**config.mk**
```make
export PLATFORM = sky130hd
export DESIGN_NAME = axil_sum_exerciser
export DESIGN_NICKNAME = d
export VERILOG_FILES = /design/src/rtl/axil_sum_exerciser.sv
export SDC_FILE = /design/constraint.sdc
export NUM_CORES = 1
export LEC_CHECK = 0
export BUFFER_PORTS_ARGS = -buffer_cell sky130_fd_sc_hd__clkbuf_2
export CAP_MARGIN = 25
export CORE_MARGIN = 5
export CORE_UTILIZATION = 45
export DETAILED_ROUTE_END_ITERATION = 8
export GPL_TIMING_DRIVEN = 0
export PLACE_DENSITY = 0.67
export SLEW_MARGIN = 20
export SYNTH_ARGS = -nofsm -noshare
export SYNTH_HDL_FRONTEND = slang
export SYNTH_SLANG_ARGS = --single-unit
```
**constraint.sdc**
```tcl
create_clock -name clk -period 12.9 [get_ports clk]
set_clock_uncertainty 0.05 [all_clocks]
set_input_delay 2.58 -clock clk [delete_from_list [all_inputs] [get_ports clk]]
set_output_delay 2.58 -clock clk [all_outputs]
set_load 0.005 [all_outputs]
```
**src/rtl/axil_sum_exerciser.sv**
```systemverilog
// AXI4-Lite master that writes an operand pair to VALUE_1/VALUE_2 of the debug
// register slave, reads SUM back and tallies matches, bus errors and timeouts.
module axil_sum_exerciser #(
  parameter logic [31:0] BASE_ADDR = 32'h0000_0000,
  parameter int          TIMEOUT   = 1024
) (
  input  logic        clk,
  input  logic        reset,
  input  logic        start,
  input  logic [31:0] seed,
  input  logic [31:0] iterations,
  output logic        busy,
  output logic        done,
  output logic [31:0] pass_count,
  output logic [31:0] fail_count,
  output logic [1:0]  error,
  output logic [31:0] last_sum,
  output logic [31:0] M_AXI_AWADDR,
  output logic        M_AXI_AWVALID,
  input  logic        M_AXI_AWREADY,
  output logic [2:0]  M_AXI_AWPROT,
  output logic [31:0] M_AXI_WDATA,
  output logic [3:0]  M_AXI_WSTRB,
  output logic        M_AXI_WVALID,
  input  logic        M_AXI_WREADY,
  input  logic [1:0]  M_AXI_BRESP,
  input  logic        M_AXI_BVALID,
  output logic        M_AXI_BREADY,
  output logic [31:0] M_AXI_ARADDR,
  output logic        M_AXI_ARVALID,
  input  logic        M_AXI_ARREADY,
  output logic [2:0]  M_AXI_ARPROT,
  input  logic [31:0] M_AXI_RDATA,
  input  logic        M_AXI_RVALID,
  input  logic [1:0]  M_AXI_RRESP,
  output logic        M_AXI_RREADY
);

  localparam logic [3:0] S_IDLE   = 4'd0;
  localparam logic [3:0] S_WR1    = 4'd1;
  localparam logic [3:0] S_WR1_B  = 4'd2;
  localparam logic [3:0] S_WR2    = 4'd3;
  localparam logic [3:0] S_WR2_B  = 4'd4;
  localparam logic [3:0] S_RD     = 4'd5;
  localparam logic [3:0] S_RD_R   = 4'd6;
  localparam logic [3:0] S_CHECK  = 4'd7;
  localparam logic [3:0] S_FINISH = 4'd8;

  localparam int            TW       = $clog2(TIMEOUT + 1);
  localparam logic [TW-1:0] TMO_LAST = TW'(TIMEOUT - 1);

  localparam logic [1:0] ERR_RESP    = 2'd1;
  localparam logic [1:0] ERR_TIMEOUT = 2'd2;

  function automatic logic [31:0] swap_halves(input logic [31:0] x);
    return {x[15:0], x[31:16]};
  endfunction

  logic [3:0]    state;
  logic [31:0]   v1;
  logic [31:0]   v2;
  logic [31:0]   expected;
  logic [31:0]   iter_total;
  logic [31:0]   iter_idx;
  logic [TW-1:0] tcnt;
  logic          tmo;
  logic          aw_left;
  logic          w_left;
  logic          last_iter;
  logic          awvalid;
  logic          wvalid;
  logic          bready;
  logic          arvalid;
  logic          rready;

  assign v2        = swap_halves(v1);
  assign expected  = v1 + v2;
  assign tmo       = (tcnt == TMO_LAST);
  assign aw_left   = awvalid & ~M_AXI_AWREADY;
  assign w_left    = wvalid & ~M_AXI_WREADY;
  assign last_iter = (iter_idx + 32'd1 == iter_total);

  assign busy = (state != S_IDLE) && (state != S_FINISH);
  assign done = (state == S_FINISH);

  assign M_AXI_AWADDR  = BASE_ADDR + ((state == S_WR2) ? 32'h10 : 32'h0C);
  assign M_AXI_WDATA   = (state == S_WR2) ? v2 : v1;
  assign M_AXI_ARADDR  = BASE_ADDR + 32'h14;
  assign M_AXI_AWPROT  = 3'd0;
  assign M_AXI_ARPROT  = 3'd0;
  assign M_AXI_WSTRB   = 4'hF;
  assign M_AXI_AWVALID = awvalid;
  assign M_AXI_WVALID  = wvalid;
  assign M_AXI_BREADY  = bready;
  assign M_AXI_ARVALID = arvalid;
  assign M_AXI_RREADY  = rready;

  // Operand generation: v1 = seed + i, advanced once per completed iteration.
  always_ff @(posedge clk) begin
    if (state == S_IDLE && start) begin
      v1         <= seed;
      iter_total <= iterations;
    end else if (state == S_CHECK && !last_iter) begin
      v1 <= v1 + 32'd1;
    end
  end

  // Control FSM; tcnt free-runs and is zeroed whenever a bus state is entered.
  always_ff @(posedge clk or posedge reset) begin
    if (reset) begin
      state      <= S_IDLE;
      awvalid    <= 1'b0;
      wvalid     <= 1'b0;
      bready     <= 1'b0;
      arvalid    <= 1'b0;
      rready     <= 1'b0;
      pass_count <= 32'd0;
      fail_count <= 32'd0;
      error      <= 2'd0;
      last_sum   <= 32'd0;
      iter_idx   <= 32'd0;
      tcnt       <= '0;
    end else begin
      tcnt <= tcnt + TW'(1);
      case (state)
        S_IDLE: begin
          if (start) begin
            pass_count <= 32'd0;
            fail_count <= 32'd0;
            error      <= 2'd0;
            last_sum   <= 32'd0;
            iter_idx   <= 32'd0;
            if (iterations == 32'd0) begin
              state <= S_FINISH;
            end else begin
              state   <= S_WR1;
              awvalid <= 1'b1;
              wvalid  <= 1'b1;
              tcnt    <= '0;
            end
          end
        end
        S_WR1, S_WR2: begin
          if (awvalid && M_AXI_AWREADY) awvalid <= 1'b0;
          if (wvalid && M_AXI_WREADY)   wvalid  <= 1'b0;
          if (!aw_left && !w_left) begin
            bready <= 1'b1;
            tcnt   <= '0;
            state  <= (state == S_WR1) ? S_WR1_B : S_WR2_B;
          end else if (tmo) begin
            awvalid <= 1'b0;
            wvalid  <= 1'b0;
            error   <= ERR_TIMEOUT;
            state   <= S_FINISH;
          end
        end
        S_WR1_B, S_WR2_B: begin
          if (bready && M_AXI_BVALID) begin
            bready <= 1'b0;
            tcnt   <= '0;
            if (M_AXI_BRESP != 2'b00) begin
              error <= ERR_RESP;
              state <= S_FINISH;
            end else if (state == S_WR1_B) begin
              state   <= S_WR2;
              awvalid <= 1'b1;
              wvalid  <= 1'b1;
            end else begin
              state   <= S_RD;
              arvalid <= 1'b1;
            end
          end else if (tmo) begin
            bready <= 1'b0;
            error  <= ERR_TIMEOUT;
            state  <= S_FINISH;
          end
        end
        S_RD: begin
          if (arvalid && M_AXI_ARREADY) begin
            arvalid <= 1'b0;
            rready  <= 1'b1;
            tcnt    <= '0;
            state   <= S_RD_R;
          end else if (tmo) begin
            arvalid <= 1'b0;
            error   <= ERR_TIMEOUT;
            state   <= S_FINISH;
          end
        end
        S_RD_R: begin
          if (rready && M_AXI_RVALID) begin
            rready   <= 1'b0;
            last_sum <= M_AXI_RDATA;
            if (M_AXI_RRESP != 2'b00) begin
              error <= ERR_RESP;
              state <= S_FINISH;
            end else begin
              state <= S_CHECK;
            end
          end else if (tmo) begin
            rready <= 1'b0;
            error  <= ERR_TIMEOUT;
            state  <= S_FINISH;
          end
        end
        S_CHECK: begin
          if (last_sum == expected) pass_count <= pass_count + 32'd1;
          else                      fail_count <= fail_count + 32'd1;
          if (last_iter) begin
            state <= S_FINISH;
          end else begin
            iter_idx <= iter_idx + 32'd1;
            state    <= S_WR1;
            awvalid  <= 1'b1;
            wvalid   <= 1'b1;
            tcnt     <= '0;
          end
        end
        S_FINISH: state <= S_IDLE;
        default:  state <= S_IDLE;
      endcase
    end
  end

endmodule

```
# Yosys cells after proc, flatten, opt, wreduce, memory -nomap -nowiden
# Cells that the tools add are included.
# classes
add_sub_neg	6
n_eq_ne	31
mux	68
n_bitwise	4
n_reduce_logical	36
# op_table
cell	count
two-way mux 32 bit	8
case mux 32 bit (2 select lines)	4
adder 32 x 1 -> 32 bit (second input constant)	4
two-way mux 11 bit	6
equality test 32 bit	2
case mux 11 bit (5 select lines)	1
two-way mux 4 bit	10
adder 32 bit	1
logical NOT 32 bit	1
!= test 2 bit (second input constant)	13
case mux 4 bit (6 select lines)	1
two-way mux 1 bit	21
AND reduction 3 bit	6
equality test 4 x 3 -> 1 bit (second input constant)	4
two-way mux 2 bit	8
nonzero test 2 bit	8
!= test 3 bit (second input constant)	5
adder 11 x 1 -> 11 bit (second input constant)	1
equality test 11 x 10 -> 1 bit (second input constant)	1
case mux 2 bit (5 select lines)	1
logical AND 1 bit	9
equality test 4 x 2 -> 1 bit (second input constant)	2
case mux 1 bit (4 select lines)	2
nonzero test 4 bit	2
other kinds (16)	24
# word_totals
reg_bits	214
inputBits	108
out_inout_bits	211
elab_cells	159

# Depth between registers and ports, before layout
# Gate-level depths: netlist (run 1).
# depth
ltp_word	6
mapped_depth	15
depth_no_buf	10

# Worst setup path before layout (run 1)
# No wires, ideal clock.
# synth_timing
kind	input-to-reg
startpoint	input port start
endpoint	register iter_total[0] (enable)
setup_time_ns	0.409
arrival_ns	4.162
required_time_ns	12.441
path_slack_ns	8.279
cell_stages	4
path_buffers	2
path_cell_list	nand2_1 > clkinv_1 > clkbuf_1 > clkbuf_1
# synth_between
elab_chain_len	1
# synth_lines
item	line	text
from (decl)	9	input logic start,
logical AND 1 bit	100	if (state == S_IDLE && start) begin
to (signal assigned)	102	iter_total <= iterations;
to (decl)	63	logic [31:0] iter_total;
# No other way between the ends.
# A chain may end at the register's enable or synchronous reset.

# Worst setup path in the final report (run 1)
# layout_timing
startpoint	register state[0]
endpoint	output port M_AXI_WDATA[28]
# layout_between
elab_chain_len	2
# layout_lines
item	line	text
from (decl)	59	logic [3:0] state;
from (signal assigned)	149	state <= (state == S_WR1) ? S_WR1_B : S_WR2_B;
equality test 4 x 2 -> 1 bit	87	assign M_AXI_WDATA = (state == S_WR2) ? v2 : v1;
two-way mux 32 bit	87	
to (decl)	22	output logic [31:0] M_AXI_WDATA,
# No other way between the ends.

==> impl_metrics.env, run 1 <==
export IMPL_status="finished, final reports clean"
export IMPL_holdBufCountCts=0
export IMPL_cts_sinks=214
export IMPL_setup_slack_ns=7.219
export IMPL_yosysMostFrequentCell="nand2_1"
export IMPL_num_rows=68
export IMPL_grt_usage=0.2706
export IMPL_setup_worst_path_end="M_AXI_WDATA[28]"
export IMPL_synth_top_area_cell="dfrtp_1"
export IMPL_nets=2332
export IMPL_p_int_uw=1924
export IMPL_max_stage_delay_ns=0.52
export IMPL_synthArstFlopShare=0.7009
export IMPL_worst_hold_startpoint="tcnt[0]"
export IMPL_startpoint="state[0]"
export IMPL_synth_area_sq_um=15720
export IMPL_cp_required_ns=10.27
export IMPL_max_freq_ghz=0.1760
export IMPL_vias=15780
export IMPL_routed_wl_um=55380
export IMPL_relSlewSlack=0.3092
export IMPL_synth_top_cell_area_share=0.2387
export IMPL_netlist_instances=1856
export IMPL_cts_setup_buffers=0
export IMPL_area_delta_synth_final_pct=18.73
export IMPL_hold_ws_ns=0.4327
export IMPL_cts_buffers=25
export IMPL_placedCellCount=2629
export IMPL_p_sw_uw=1652
export IMPL_criticalPathCategory="reg -> out"
export IMPL_firstDrtPassIters=6
export IMPL_post_route_min_period_ns=5.681
export IMPL_clk_pin_slew_worst_paths_ns=0.06
export IMPL_hold_class="reg -> reg"
export IMPL_ir_worst_vdd_v=0.0001268
export IMPL_n_fill_cell=3235
export IMPL_yosys_warnings=0
export IMPL_grt_max_degree=94
export IMPL_layout_drive_gt1_share=0.2212
export IMPL_dpl_hpwl_um=42730
export IMPL_synth_compound_area_share=0.1790
export IMPL_rr_worst_depth=11
export IMPL_synth_top_family_by_area="simple AND/OR/NAND/NOR gates"
export IMPL_cts_tree="yes"
export IMPL_drc=0
export IMPL_hold_viol_final=0
export IMPL_layoutNonFillerInstCount=2676
export IMPL_pre_cts_ws_ns=7.459
export IMPL_p_sw_frac=0.4620
export IMPL_setup_tns_final_ns=0
export IMPL_grt_pass1_vias=14610
export IMPL_startpoint_type="flop"
export IMPL_timing_final_crit_share=0.4404
export IMPL_synth_area_top_cells="dfrtp_1, edfxtp_1, nand2_1"
export IMPL_synth_edf_count=64
export IMPL_path_cells="clkbuf_1, and2_1, nand2_1, inv_2, buf_1, mux2_2, clkbuf_2"
export IMPL_powerDensity_nw_per_um2=191.6
export IMPL_path_max_fanout=10
export IMPL_worst_pin_slew_ns=1.025
export IMPL_p_seq_frac=0.283
export IMPL_yosys_register_bits=214
export IMPL_synth_seq_area_share=0.3609
export IMPL_reg2reg_slack_ns=7.86
export IMPL_crit_arrival_ns=3.05
export IMPL_maxCapViolCount=0
export IMPL_leakage_uw=0.008023
export IMPL_cts_resized=0
export IMPL_synth_cell_types=94
export IMPL_synthXorXnorAreaFrac=0.07241
export IMPL_initial_utilization=0.4552
export IMPL_rsz0062_at_grt="no"
export IMPL_dieArea_sq_um=38780
export IMPL_gp_congestion=1.054
export IMPL_setup_viol=0
export IMPL_ys_top_cells_by_count="nand2_1, dfrtp_1, o21ai_0"
export IMPL_worstSkewPairLatency_ns=0.53
export IMPL_synthMuxAreaShare=0.03000
export IMPL_avgSynthCellArea_sq_um=8.472
export IMPL_ios=319
export IMPL_htree_num_levels=1
export IMPL_p_comb_frac=0.519
export IMPL_die_h_um=196.9
export IMPL_antenna_found_initial=1
export IMPL_ant_nets=0
export IMPL_die_w_um=196.9
export IMPL_r2r_end="pass_count[15]"
export IMPL_r2r_start="v1[1]"
export IMPL_grt_overflow=0
export IMPL_slowest_stage="buf_1"
export IMPL_synthAdderAreaFrac=0.01751
export IMPL_maxSlewViolCount=0
export IMPL_drtIter0Drc=1529
export IMPL_grt_pass1_wl_um=85010
export IMPL_core_area_sq_um=34540
export IMPL_cts_root_buf="clkbuf_16"
export IMPL_crit_path_end_kind="output pin"
export IMPL_via_per_inst=5.895
export IMPL_final_util=0.5405
export IMPL_clk_path_buf_depth=3
export IMPL_p_clk_frac=0.198
export IMPL_synthSimpleGateAreaFrac=0.2624
export IMPL_ys_flop_type="dfrtp_1"
export IMPL_port_buffers=247
export IMPL_wire_per_inst_um=20.70
[kinds of logic (layout without fill, tap and decap cells)]
logic type	count (synthesis)	after routing
adder cells (fa/ha/maj)	22	22
AND/OR/NAND/NOR	809	809
AO/OA/AOI/OAI	419	419
XOR/XNOR	130	130
other	2	72
buffers and inverters	217	512
multiplexers	43	43
flip-flops	214	214
[cell type report]
| class | instances | area, sq um | share of cell area |
|---|---|---|---|
| clock buffers | 31 | 678.2 | 0.03632 |
| clock inverters | 14 | 128.9 | 0.006903 |
| multi-input cells | 1494 | 9096 | 0.4872 |
| well taps | 455 | 569.3 | 0.03049 |
| inverters | 23 | 93.84 | 0.005026 |
| flip-flops and latches | 214 | 5675 | 0.3040 |
| repair buffers | 250 | 1296 | 0.06943 |
| plain buffers | 194 | 1129 | 0.06045 |
| diodes | 1 | 2.502 | 0.0001340 |
[layout by cell type, fill, tap and decap left out, types with 23 or more instances in the layout]
cell type and count:
a21oi_1 66, dfrtp_1 150, buf_4 80, mux2_2 33, a31oi_1 48, nor2_1 87
clkbuf_16 25, nand2_1 283, nor4_1 23, a221o_1 29, nor3_1 79, xnor2_1 71
nand3_1 81, conb_1 71, xor2_1 59, clkbuf_1 68, buf_2 36, edfxtp_1 64
o21ai_0 108, nand4_1 45, clkbuf_2 249, o211ai_1 33, and3_1 71
[metal layers]
| metal | part of all wire | global-route usage | vias to the layer above |
|---|---|---|---|
| li1 | - | - | 7385 |
| met1 | 0.44 | 0.3952 | 7587 |
| met2 | 0.46 | 0.4330 | 715 |
| met3 | 0.079 | 0.03248 | 89 |
| met4 | 0.025 | 0.06240 | 0 |
| met5 | 0 | 0 | - |
[through the flow]
step | power (uW) | instance area, sq um
detailed placement | 2823 | 17850
floorplan | 2180 | 15980
global placement | 2821 | 17790
global route | 3761 | 18670
finish | 3577 | 18670
CTS | 3542 | 18650
[power groups by stage]
stage,Sequential (uW),Combinational [uW],Clock (uW)
finish,1010,1860,709
global route,1020,1990,748
CTS,1000,1820,720
floorplan,955,1230,0
global placement,1010,1810,0
detailed placement,1020,1810,0
[sequential cells by signal (all words and copies together), names as in the netlist]
register / cells
last_sum: 32
M_AXI_BREADY: 1
M_AXI_RREADY: 1
pass_count: 32
M_AXI_WVALID: 1
M_AXI_ARVALID: 1
error: 2
fail_count: 32
tcnt: 11
state: 4
M_AXI_AWVALID: 1
iter_idx: 32
iter_total: 32
v1: 32
[worst max-delay path, delay by kind of cell, from the launching register on]
kind          cells  cell delay [ns]
buf+inv           4             1.16
simple gates      2             0.55
flops             1             0.38
mux               1             0.43
[worst min path at each step]
stage                     depth (start not counted)  endpoint
after detailed placement                          1   tcnt[0]
after CTS                                         1   tcnt[0]
after global routing                              1   tcnt[0]
after global placement                            1   tcnt[0]
final                                             1   tcnt[0]
after floorplan                                   1   tcnt[0]
Note: power is estimated with default switching activity, not from simulation.
==> run 2, diff against run 1 <==
--- a/config.mk
+++ b/config.mk
@@ -11,7 +11,7 @@
 export CORE_UTILIZATION = 45
 export DETAILED_ROUTE_END_ITERATION = 8
 export GPL_TIMING_DRIVEN = 0
-export PLACE_DENSITY = 0.67
+export PLACE_DENSITY = 0.7
 export SLEW_MARGIN = 20
 export SYNTH_ARGS = -nofsm -noshare
 export SYNTH_HDL_FRONTEND = slang
==> constraint.sdc (replaced) <==
create_clock -name clk -period 5.16 [get_ports clk]
set_clock_uncertainty 0.05 [all_clocks]
set_input_delay 1.032 -clock clk [delete_from_list [all_inputs] [get_ports clk]]
set_output_delay 1.032 -clock clk [all_outputs]
set_load 0.005 [all_outputs]
==> run 2 against run 1 <==
First-iteration DRC count up 9.0%. Setup slack worse by 7.0 ns. Wire length fell by 1.3%. Critical path depth grew 4. Die area is the same. Critical path type is now reg -> reg. Core utilization up 0.12 points. Largest power group unchanged. Combinational power grew 150%. Sequential cell count unchanged.
==> impl_metrics.env, run 2 (synthesis results as in run 1) <==
export IMPL_criticalPathCategory="reg -> reg"
export IMPL_port_buffers=247
export IMPL_relSlewSlack=0.3159
export IMPL_cp_required_ns=5.55
export IMPL_pre_cts_ws_ns=0.3205
export IMPL_layout_commonest_cell="nand2_1"
export IMPL_worstSkewPairLatency_ns=0.55
export IMPL_placedCellCount=2629
export IMPL_reg2reg_slack_ns=0.26
export IMPL_ant_nets=0
export IMPL_hold_class="reg -> reg"
export IMPL_clk_path_buf_depth=3
export IMPL_path_cells="ha_1, buf_2, a21oi_1, o21ai_1, a21o_1, a2111oi_0, o211ai_1, or4_1, nor4_4, nor2_2, a211o_1"
export IMPL_ir_worst_vdd_v=0.0002832
export IMPL_die_h_um=196.9
export IMPL_maxCapViolCount=0
export IMPL_layoutNonFillerInstCount=2677
export IMPL_dr_wl_met3_um=4950
export IMPL_wire_per_inst_um=20.42
export IMPL_initial_utilization=0.4552
export IMPL_status="finished, final reports clean"
export IMPL_hold_viol_final=0
export IMPL_grt_usage=0.2679
export IMPL_grt_overflow=0
export IMPL_num_rows=68
export IMPL_max_stage_delay_ns=0.74
export IMPL_maxSlewViolCount=0
export IMPL_worst_hold_startpoint="tcnt[0]"
export IMPL_post_route_min_period_ns=4.897
export IMPL_dpl_hpwl_um=42000
export IMPL_cts_tree="yes"
export IMPL_path_max_fanout=10
export IMPL_holdBufCountCts=0
export IMPL_cts_setup_buffers=0
export IMPL_critPathTopFamily="compound AO/OA/AOI/OAI gates"
export IMPL_crit_arrival_ns=5.28
export IMPL_antenna_found_initial=2
export IMPL_grt_pass1_wl_um=84330
export IMPL_drtIter0Drc=1667
export IMPL_cts_buffers=25
export IMPL_fin_area_sq_um=18710
export IMPL_setup_slack_ns=0.2630
export IMPL_clk_pin_slew_worst_paths_ns=0.06
export IMPL_cts_resized=0
export IMPL_grt_max_degree=91
export IMPL_vias=15870
export IMPL_rsz0062_at_grt="no"
export IMPL_crit_buf_inv=1
export IMPL_nets=2332
export IMPL_top_layer="met5"
export IMPL_core_area_sq_um=34540
export IMPL_startpoint="v1[26]"
export IMPL_via_per_inst=5.929
export IMPL_htree_num_levels=1
export IMPL_slowest_stage="a2111oi_0"
export IMPL_die_w_um=196.9
export IMPL_grt_pass1_vias=14770
export IMPL_dieArea_sq_um=38780
export IMPL_max_freq_ghz=0.2042
export IMPL_r2r_start="v1[26]"
export IMPL_layout_drive_gt1_share=0.2211
export IMPL_hold_ws_ns=0.4448
export IMPL_dr_wl_met2_um=24330
export IMPL_gp_congestion=0.9926
export IMPL_powerDensity_nw_per_um2=482.3
export IMPL_dpl_cell_area_sq_um=17850
export IMPL_drc=0
export IMPL_ios=319
export IMPL_final_cell_mix="nand2_1, clkbuf_2, dfrtp_1, o21ai_0, nor2_1"
export IMPL_area_delta_synth_final_pct=19.00
export IMPL_crit_path_end_kind="flop"
export IMPL_leakage_uw=0.008027
export IMPL_timing_final_crit_share=0.9490
export IMPL_cts_sinks=214
export IMPL_met1_length_um=23740
export IMPL_power_uw=9025
export IMPL_cts_root_buf="clkbuf_16"
export IMPL_worst_pin_slew_ns=1.015
export IMPL_routed_wl_um=54660
export IMPL_firstDrtPassIters=5
export IMPL_setup_viol=0
export IMPL_startpoint_type="flop"
-- run 2: worst paths after layout --
kind                                   to  cells past startpoint
min reg2reg                       tcnt[0]                      1
max reg2reg                pass_count[15]                     11
max                        pass_count[15]                     11
min                               tcnt[0]                      1
min in group asynchronous  fail_count[30]                      2
max in group asynchronous        error[1]                      3
-- run 2: area by class of cell --
| type | instances | area [sq um] |
|---|---|---|
| Timing Repair Buffer | 250 | 1291 |
| Buffer | 194 | 1129 |
| Clock inverter | 11 | 151.4 |
| Tap cell | 455 | 569.3 |
| Clock buffer | 35 | 703.2 |
| Sequential cell | 214 | 5675 |
| Antenna cell | 1 | 2.502 |
| Fill cell | 3279 | 15830 |
| Inverter | 23 | 93.84 |
| Multi-Input combinational cell | 1494 | 9096 |
-- run 2: metrics by stage --
stage	util	TNS [ns]
after detailed placement	0.5167	0
after CTS	0.5414	0
after global placement	0.5150	-303.23
after global routing	0.5417	0
final	0.5417	0
after floorplan	-	0
-- run 2: metal layers --
layer / vias to the layer above / global-route usage
li1: 7401 / -
met1: 7608 / 0.3856
met2: 758 / 0.4161
met3: 103 / 0.04547
met4: 2 / 0.08038
met5: - / 0
-- run 2: report_power, final --
part           internal, uW  switching [uW]
Clock                  1110             762
Sequential             2120             401
Combinational          1650            2990
Total                  4880            4150
